### src/rtl/dmem_arb_pkg.sv
// Shared types and constants for the DMEM arbiter.
package dmem_arb_pkg;

  typedef enum logic {
    IDLE   = 1'b0,
    ACCESS = 1'b1
  } state_e;

  typedef enum logic {
    OWN_M0 = 1'b0,
    OWN_M1 = 1'b1
  } owner_e;

  localparam int unsigned DMEM_ADDR_W_DEFAULT = 32;
  localparam int unsigned DMEM_DATA_W_DEFAULT = 32;
  localparam int unsigned DMEM_DEPTH_DEFAULT  = 256;

  // One-hot requester mask for a given owner.
  function automatic logic [1:0] owner_mask(owner_e o);
    return (o == OWN_M1) ? 2'b10 : 2'b01;
  endfunction

endpackage

### src/rtl/dmem_arbiter_rr_pick2.sv
// Pure combinational two-way round-robin picker.
// A single requester always wins; with both requesting, the one that did
// not win last time is chosen.
module rr_pick2 (
  input  logic [1:0] req_i,
  input  logic       last_i,
  output logic       valid_o,
  output logic       winner_o
);

  // Select winner from the request pair and the previous winner.
  always_comb begin
    valid_o  = |req_i;
    winner_o = last_i;
    unique case (req_i)
      2'b01:   winner_o = 1'b0;
      2'b10:   winner_o = 1'b1;
      2'b11:   winner_o = ~last_i;
      default: winner_o = last_i;
    endcase
  end

endmodule

### src/rtl/dmem_arbiter.sv
// Two-port round-robin arbiter/sequencer for the shared data memory.
// M0 = CPU load/store stage, M1 = loader/DMA port. One access per cycle,
// DMEM lines driven from registered transaction state.
// Optional build macro: DMEM_ARB_BOUNDS_EN (address bounds check against DEPTH,
// out-of-range accesses are suppressed and flagged on *_err).
module dmem_arbiter
  import dmem_arb_pkg::*;
#(
  parameter int unsigned ADDR_W = DMEM_ADDR_W_DEFAULT,
  parameter int unsigned DATA_W = DMEM_DATA_W_DEFAULT,
  parameter int unsigned DEPTH  = DMEM_DEPTH_DEFAULT
) (
  input  logic              clk,
  input  logic              SYS_reset,

  input  logic              M0_req,
  input  logic              M0_we,
  input  logic [ADDR_W-1:0] M0_addr,
  input  logic [DATA_W-1:0] M0_wdata,
  output logic              M0_gnt,
  output logic              M0_rvalid,
  output logic [DATA_W-1:0] M0_rdata,
  output logic              M0_err,

  input  logic              M1_req,
  input  logic              M1_we,
  input  logic [ADDR_W-1:0] M1_addr,
  input  logic [DATA_W-1:0] M1_wdata,
  output logic              M1_gnt,
  output logic              M1_rvalid,
  output logic [DATA_W-1:0] M1_rdata,
  output logic              M1_err,

  output logic [ADDR_W-1:0] DMEM_address,
  output logic [DATA_W-1:0] DMEM_data_in,
  output logic              DMEM_mem_write,
  output logic              DMEM_mem_read,
  input  logic [DATA_W-1:0] DMEM_data_out
);

`ifdef DMEM_ARB_BOUNDS_EN
  localparam bit BOUNDS_EN = 1'b1;
`else
  localparam bit BOUNDS_EN = 1'b0;
`endif

  localparam logic [ADDR_W:0] DEPTH_L = (ADDR_W + 1)'(DEPTH);

  state_e              state_q, state_d;
  owner_e              owner_q;
  owner_e              rr_last_q;
  logic                we_q;
  logic [ADDR_W-1:0]   addr_q;
  logic [DATA_W-1:0]   wdata_q;

  logic [1:0]          rvalid_q;
  logic [DATA_W-1:0]   rdata0_q;
  logic [DATA_W-1:0]   rdata1_q;

  logic [1:0]          req_vec;
  logic [1:0]          busy_mask;
  logic [1:0]          elig;
  logic                pick_valid;
  logic                pick_winner;
  logic                in_range;
  logic                addr_ok;
  logic [1:0]          gnt_vec;

  assign req_vec = {M1_req, M0_req};

  // The requester being served this cycle is masked so a held req is not
  // re-granted for the same transaction.
  assign busy_mask = (state_q == ACCESS) ? owner_mask(owner_q) : 2'b00;
  assign elig      = req_vec & ~busy_mask;

  rr_pick2 u_pick (
    .req_i    (elig),
    .last_i   (rr_last_q),
    .valid_o  (pick_valid),
    .winner_o (pick_winner)
  );

  assign in_range = ({1'b0, addr_q} < DEPTH_L);
  assign addr_ok  = !BOUNDS_EN || in_range;

  // State register.
  always_ff @(posedge clk) begin
    if (SYS_reset) begin
      state_q <= IDLE;
    end else begin
      state_q <= state_d;
    end
  end

  // Next state: both states re-arbitrate every edge, so ACCESS chains
  // back-to-back while any eligible request remains.
  always_comb begin
    state_d = state_q;
    unique case (state_q)
      IDLE:    state_d = pick_valid ? ACCESS : IDLE;
      ACCESS:  state_d = pick_valid ? ACCESS : IDLE;
      default: state_d = IDLE;
    endcase
  end

  // Outputs: DMEM strobes and grant only during ACCESS.
  always_comb begin
    DMEM_mem_write = 1'b0;
    DMEM_mem_read  = 1'b0;
    gnt_vec        = 2'b00;
    unique case (state_q)
      ACCESS: begin
        DMEM_mem_write = we_q & addr_ok;
        DMEM_mem_read  = ~we_q & addr_ok;
        gnt_vec        = owner_mask(owner_q);
      end
      default: ;
    endcase
  end

  assign DMEM_address = addr_q;
  assign DMEM_data_in = wdata_q;
  assign M0_gnt       = gnt_vec[0];
  assign M1_gnt       = gnt_vec[1];

  // Transaction latch and round-robin history, updated on each new grant.
  always_ff @(posedge clk) begin
    if (SYS_reset) begin
      owner_q   <= OWN_M0;
      rr_last_q <= OWN_M1;
      we_q      <= 1'b0;
      addr_q    <= '0;
      wdata_q   <= '0;
    end else if (pick_valid) begin
      owner_q   <= owner_e'(pick_winner);
      rr_last_q <= owner_e'(pick_winner);
      if (pick_winner == OWN_M1) begin
        we_q    <= M1_we;
        addr_q  <= M1_addr;
        wdata_q <= M1_wdata;
      end else begin
        we_q    <= M0_we;
        addr_q  <= M0_addr;
        wdata_q <= M0_wdata;
      end
    end
  end

  // Read response capture at the edge that ends a read ACCESS.
  always_ff @(posedge clk) begin
    if (SYS_reset) begin
      rvalid_q <= '0;
      rdata0_q <= '0;
      rdata1_q <= '0;
    end else begin
      rvalid_q <= '0;
      if (state_q == ACCESS && !we_q) begin
        rvalid_q <= owner_mask(owner_q);
        if (owner_q == OWN_M1) begin
          rdata1_q <= addr_ok ? DMEM_data_out : '0;
        end else begin
          rdata0_q <= addr_ok ? DMEM_data_out : '0;
        end
      end
    end
  end

  assign M0_rvalid = rvalid_q[0];
  assign M1_rvalid = rvalid_q[1];
  assign M0_rdata  = rdata0_q;
  assign M1_rdata  = rdata1_q;

`ifdef DMEM_ARB_BOUNDS_EN
  logic [1:0] err_q;

  // Out-of-range flag, pulsed for the owner in the cycle after ACCESS.
  always_ff @(posedge clk) begin
    if (SYS_reset) begin
      err_q <= '0;
    end else begin
      err_q <= '0;
      if (state_q == ACCESS && !in_range) begin
        err_q <= owner_mask(owner_q);
      end
    end
  end

  assign M0_err = err_q[0];
  assign M1_err = err_q[1];
`else
  assign M0_err = 1'b0;
  assign M1_err = 1'b0;
`endif

endmodule

### config.mk
export PLATFORM = sky130hd
export DESIGN_NAME = dmem_arbiter
export DESIGN_NICKNAME = d
export VERILOG_FILES = /design/src/rtl/dmem_arb_pkg.sv /design/src/rtl/dmem_arbiter_rr_pick2.sv /design/src/rtl/dmem_arbiter.sv
export SDC_FILE = /design/constraint.sdc
export NUM_CORES = 1
export LEC_CHECK = 0
export CORE_MARGIN = 2
export CORE_UTILIZATION = 30
export CTS_BUF_LIST = sky130_fd_sc_hd__clkbuf_4 sky130_fd_sc_hd__clkbuf_8
export CTS_CLUSTER_SIZE = 28
export DETAILED_ROUTE_END_ITERATION = 12
export GPL_ROUTABILITY_DRIVEN = 1
export HOLD_SLACK_MARGIN = 0.15
export PLACE_DENSITY = 0.73
export SETUP_SLACK_MARGIN = 0.1
export SYNTH_ARGS = -nofsm -noshare
export SYNTH_HDL_FRONTEND = slang
export SYNTH_SLANG_ARGS = --single-unit
### constraint.sdc
create_clock -name clk -period 2.3 [get_ports clk]
set_clock_uncertainty 0.15 [all_clocks]
set_input_delay 0.46 -clock clk [delete_from_list [all_inputs] [get_ports clk]]
set_output_delay 0.46 -clock clk [all_outputs]
set_load 0.05 [all_outputs]
==> results of run 1 <==
==> state kept, by name (all words and copies together) (netlist names) <==
name,cells
owner_q,1
M0_rdata,32
M1_rdata,32
DMEM_data_in,32
rr_last_q,1
DMEM_address,32
rvalid_q,2
state_q,1
we_q,1
==> cell usage after synthesis (all sizes together) (2+ instances only) <==
cell | number | share of area [%]
nand2 | 194 | 11
dfxtp | 134 | 42
a21oi | 130 | 10
o21ai | 67 | 5.2
a22o | 65 | 8.9
a32oi | 65 | 8.9
nand3 | 65 | 5.1
clkbuf | 52 | 3.0
buf | 44 | 3.7
nor2 | 6 | 0.35
and2 | 4 | 0.39
inv | 3 | 0.18
nand2b | 2 | 0.19
==> worst max-delay path: cells and delay by family (launching register included) <==
family,cells,cell delay [ns]
and+or+nand+nor,1,0.26
DFF,1,0.39
buffers and inverters,3,0.39
==> power by group <==
part	internal, mW	switching, mW
Sequential	2.51	0.135
Combinational	0.833	1.41
Clock	1.01	1.05
Total	4.36	2.59
==> stage by stage <==
stage	utilization, %	area, um^2	hold WS [ns]
floorplan	-	6420	0.306
global placement	46.3	9730	0.291
detailed placement	46.3	9730	0.295
CTS	47.5	9990	0.304
global route	47.8	10000	0.323
finish	47.8	10000	0.302
==> worst paths after layout <==
check / to / slack [ns] / depth (start not counted)
worst max-delay path: M0_gnt / 0.21 / 4
worst min-delay path: M0_rdata[21] / 0.30 / 2
worst max register to register: M1_rdata[27] / 0.49 / 5
worst min register to register: M0_rdata[21] / 0.30 / 2
==> placed cells by master (no fill, tap or decap), types with 2 or more instances in the layout <==
cell               n
nand2_1          194
clkdlybuf4s50_1  163
dfxtp_1          131
a21oi_1          130
dlygate4sd2_1    128
nand3_1           65
a32oi_1           65
a22o_1            65
o21ai_0           58
buf_4             23
clkbuf_8          17
buf_12            15
o21ai_1            9
inv_6              6
nor2_1             5
inv_8              3
and2_1             3
conb_1             2
bufinv_16          2
clkinvlp_4         2
buf_2              2
dfxtp_4            2
==> cell families (layout without fill, tap and decap cells) <==
group,Yosys count,after routing,synth area share (%)
simple gates,273,273,17.6
flops,134,134,41.8
other cells,1,2,0.0584
compound gates,331,331,33.6
buf+inv,99,368,6.96
==> what timing repair did <==
action                     in CTS  in global routing
hold endpoints to repair        1                  0
setup endpoints to repair     129                  1
pin swaps                       0                  0
hold buffers                    1                  0
cloned                          0                  1
gates resized for setup       131                  4
buffers inserted                0                  3
==> layer usage <==
metal  vias to the layer above  wire (um)  GRT usage [%]
met4                         0        637           7.92
met1                      3526       9950           25.2
met2                       383      11300           32.9
li1                       3555          -              -
met5                         -          0              0
met3                        39       2350           6.24
==> layout make-up <==
type / count / area (um^2)
Clock inverter: 14 / 164
Timing Repair Buffer: 333 / 3270
Sequential cell: 134 / 2690
Clock buffer: 18 / 241
Inverter: 3 / 18.8
Tap cell: 275 / 344
Multi-Input combinational cell: 606 / 3320
Fill cell: 2064 / 11000
==> run metrics, run 1 <==
Final Hold Violating Endpoints 0; clock root cell clkbuf_8; max-slew violations 0; number of global-route vias before repair 6884; Data arrival, critical path 1.48 ns; Worst setup startpoint owner_q; antenna violations before repair 0; Slew @ Worst Pin 0.671 ns; GRT Total Usage 20.3%; H-tree Lvls 4; Reg clk slew, reported paths 0.08 ns; routability cong. roughly 0.8; CP Cell Sequence nand2b_2 -> inv_8 -> buf_12 -> buf_12; Die W 150 um; status complete, no violations; Post-synth EDFFs 0; crit-path max FO 16; Initial Utilization 30.5%; final period utilization 91.1%; Synth cell types 24; Mapped Cells 838; fraction of layout cells with a size suffix above 1 7.58%; synthesized cell area ~6400 um^2; Die Footprint 22600 um^2; worst-skew pair later-pin latency between 0.4 and 0.5 ns; DR pass1 iterations 5; Max Freq 477 MHz; crit path time final 2.09 ns; Core Area 21000 um^2; Worst VDD drop 0.327 mV; CP most frequent cell buf_12; Post-DRT Antenna Nets 0; Startpoint Class flop; worst r2r src state_q; Finished Layout Cells about 1400; slowest cell delay on critical path 0.39 ns; DRC 0; leakage 4.23 nW; syn avg cell area 7.66 um^2; Worst Path Required 1.69 ns; Design Power between 6 and 7 mW; wire per inst 17.5 um; Worst Setup End Kind output pin; hpwl dp 16.4 mm; Yosys warning count 0; beginning of the worst hold path M0_rdata[21]; max_cap viols 0; dpl cells 1346; pin count of the biggest net entering global routing 67; CTS Buffer Depth 2; setup TNS 0 ns; GRT overflow 0; final setup vio count 0; n_diodes 0; number of synthesized register bits approximately 130; Sink Count 134; Seq/Total Area, Yosys 41.8%; hold crit path type flop to flop; vias per cell around 5.4; Place WS 0.0184 ns; Pwr Density 692 nW/um^2; layout overhead on the synthesized area 56.6%; first-pass GRT wire length 36.3 mm; Post-synth ARST share 0%; 1st-iter DRT viols 441; TritonCTS clock tree built; WL final about 24 mm; Row Count 53; IO Count 302; WS Path Type flop to output pin; main flop type after synthesis dfxtp_1; DR vias 7503; Max-slew headroom 55.3%; # port buffers between 200 and 300; RSZ-0062 raised after global routing false; post-layout net count 1261; total CTS buffers 17; worst setup margin 0.205 ns; Die Height 150 um; Slowest-stage cell, CP dfxtp_4
Note: power is estimated with default switching activity, not from simulation.
==> run 2: changes to the inputs <==
--- a/config.mk
+++ b/config.mk
@@ -5,6 +5,7 @@
 export SDC_FILE = /design/constraint.sdc
 export NUM_CORES = 1
 export LEC_CHECK = 0
+export ABC_CLOCK_PERIOD_IN_PS = 2300
 export CORE_MARGIN = 2
 export CORE_UTILIZATION = 30
 export CTS_BUF_LIST = sky130_fd_sc_hd__clkbuf_4 sky130_fd_sc_hd__clkbuf_8
==> results of run 2 <==
Final layout, timing and power as in run 1 (identical DEF).
==> run 3: changes to the inputs <==
--- a/config.mk
+++ b/config.mk
@@ -6,6 +6,7 @@
 export NUM_CORES = 1
 export LEC_CHECK = 0
 export ABC_CLOCK_PERIOD_IN_PS = 2300
+export CAP_MARGIN = 30
 export CORE_MARGIN = 2
 export CORE_UTILIZATION = 30
 export CTS_BUF_LIST = sky130_fd_sc_hd__clkbuf_4 sky130_fd_sc_hd__clkbuf_8
@@ -13,7 +14,7 @@
 export DETAILED_ROUTE_END_ITERATION = 12
 export GPL_ROUTABILITY_DRIVEN = 1
 export HOLD_SLACK_MARGIN = 0.15
-export PLACE_DENSITY = 0.73
+export PLACE_DENSITY = 0.59
 export SETUP_SLACK_MARGIN = 0.1
 export SYNTH_ARGS = -nofsm -noshare
 export SYNTH_HDL_FRONTEND = slang
==> run 3 against run 2 <==
Total power up 2.2%. Fmax shrank 1.1%. Global-route usage up 0.91 points. Non-clock buffer count decreased by 5. Sequential power about the same. Core utilization barely moved. First-iteration DRC count is 15% higher. Flip-flop and latch count unchanged. Final cell count decreased by 0.36%. Register-to-register slack worse by 0.13 ns. Largest cell class unchanged.
==> run metrics, run 3 (synthesis results as in run 1) <==
H-tree Lvls 4 (unchanged); WHS Path Cells 2 (unchanged); CTS Buffer Depth 2 (unchanged); pin count of the biggest net entering global routing 67 (unchanged); Worst R2R End DMEM_data_in[0] (was M1_rdata[27]); WL final 24.9 mm (was 24.2 mm); layout overhead on the synthesized area 56.6% (about the same); dpl cells 1345 (was 1346); Max-slew headroom 54.0% (was 55.3%); Die W 150 um (unchanged); final setup vio count 0 (unchanged); Die Footprint 22600 um^2 (unchanged); GRT overflow 0 (unchanged); Design Power 7.11 mW (was 6.95 mW); worst r2r src owner_q (was state_q); max_cap viols 0 (unchanged); setup TNS 0 ns (unchanged); post-layout net count 1256 (was 1261); Finished Layout Cells 1378 (was 1383); reg2reg setup slack 0.36 ns (was 0.49 ns); DRC 0 (unchanged); beginning of the worst hold path M1_rdata[20] (was M0_rdata[21]); crit-path max FO 18 (was 16); clock root cell clkbuf_8 (unchanged); status complete, no violations (unchanged); Die Height 150 um (unchanged); Initial Utilization 30.5% (unchanged); most frequent cells in the layout nand2_1 (194), clkdlybuf4s50_1 (163), dfxtp_1 (132) (was nand2_1 (194), clkdlybuf4s50_1 (163), dfxtp_1 (131)); Startpoint Class flop (unchanged); Sink Count 134 (unchanged); # port buffers 299 (unchanged); Reg clk slew, reported paths 0.07 ns (was 0.08 ns); wire per inst 18.1 um (was 17.5 um); Post-DRT Antenna Nets 0 (unchanged); GRT Total Usage 21.2% (was 20.3%); hpwl dp 17.0 mm (was 16.4 mm); fraction of layout cells with a size suffix above 1 7.52% (was 7.58%); final core occ 47.8% (about the same); # Post-CTS Setup Buffers 0 (unchanged); Slew @ Worst Pin 0.690 ns (was 0.671 ns); Max Freq 472 MHz (was 477 MHz); vias per cell 5.37 (was 5.43); WS Path Type flop to output pin (unchanged); Row Count 53 (unchanged); Worst VDD drop 0.251 mV (was 0.327 mV); Data arrival, critical path 1.51 ns (was 1.48 ns); Pwr Density 707 nW/um^2 (was 692 nW/um^2); worst-skew pair later-pin latency 0.42 ns (was 0.43 ns); Core Area 21000 um^2 (unchanged); RSZ-0062 raised after global routing false (unchanged); Worst Path Required 1.69 ns (about the same); 1st-iter DRT viols 509 (was 441); Fill cells 2054 (was 2064); TritonCTS clock tree built (unchanged); final hold slack 0.303 ns (was 0.302 ns); hold crit path type flop to flop (unchanged); total CTS buffers 17 (unchanged); max-slew violations 0 (unchanged); final period utilization 92.1% (was 91.1%); crit path time final 2.12 ns (was 2.09 ns); Final Hold Violating Endpoints 0 (unchanged); first-pass GRT wire length 37.7 mm (was 36.3 mm); DR pass1 iterations 5 (unchanged); leakage 4.25 nW (was 4.23 nW); antenna violations before repair 0 (unchanged); n_diodes 0 (unchanged); Worst Hold Path EP M1_rdata[20] (was M0_rdata[21]); most common cell after layout, fill and taps aside nand2_1 (unchanged); DR vias 7400 (was 7503); Reg2Reg Depth 5 (unchanged); Worst Setup End Kind output pin (unchanged); number of global-route vias before repair 6730 (was 6884); IO Count 302 (unchanged); routability cong. 0.843 (was 0.817)
## run 3: cell count changes in the layout (fill, tap and decap cells not counted), sizes merged
cell	previous run	this run
inv	11	6
bufinv	2	4
dlymetal6s2s	0	3
clkinv	2	5
dlygate4sd2	128	120
buf	40	41
clkinvlp	2	1
## run 3: what timing repair did
item	CTS	global route
hold buffers	1	0
gates resized for setup	124	6
endpoints found under the setup margin	121	4
hold endpoints to repair	1	0
## run 3: how the worst max path moves through the flow
stage,startpoint,endpoint,slack (ns)
after floorplan,state_q,M1_rdata[10],0.53
after global placement,M1_req,DMEM_data_in[0],0.03
after detailed placement,M1_req,DMEM_data_in[30],0.006
after CTS,M0_rdata[25],M0_rdata[25],0.10
after global routing,owner_q,M0_gnt,0.10
final,owner_q,M0_gnt,0.18
## run 3: metal layers
metal	up-vias	wire [um]	GRT usage [%]	part of all wire (%)
met5	-	0	0	0
met4	0	522	6.65	2.1
met3	33	2480	5.82	9.9
met2	410	11200	33.0	45
met1	3413	10700	28.5	43
li1	3544	-	-	-
## run 3: where the power goes
part	switching [mW]	internal (mW)	leakage, nW
combinational	1.42	0.828	2.92
sequential	0.141	2.51	1.10
clock	0.979	1.23	0.224
## run 3: layout make-up
cell class / count / area, um^2 / area share [%]
clock inverters: 13 / 196 / 1.95
inverters: 3 / 18.8 / 0.187
flip-flops and latches: 134 / 2690 / 26.8
repair buffers: 328 / 3240 / 32.2
clock buffers: 19 / 249 / 2.48
well taps: 275 / 344 / 3.42
multi-input cells: 606 / 3320 / 33.0
## run 3: per-stage QoR
| stage | cell area [um^2] | setup WS [ns] |
|---|---|---|
| after floorplan | 6420 | 0.530 |
| after global placement | 9720 | 0.0298 |
| after detailed placement | 9720 | 0.00609 |
| after CTS | 10000 | 0.103 |
| after global routing | 10100 | 0.105 |
| final | 10100 | 0.181 |
## run 3: critical path, stage by stage (launching register included)
cell      delay (ns)
dfxtp_4         0.38
nand2b_2        0.24
inv_8           0.15
buf_6           0.17
buf_12          0.14
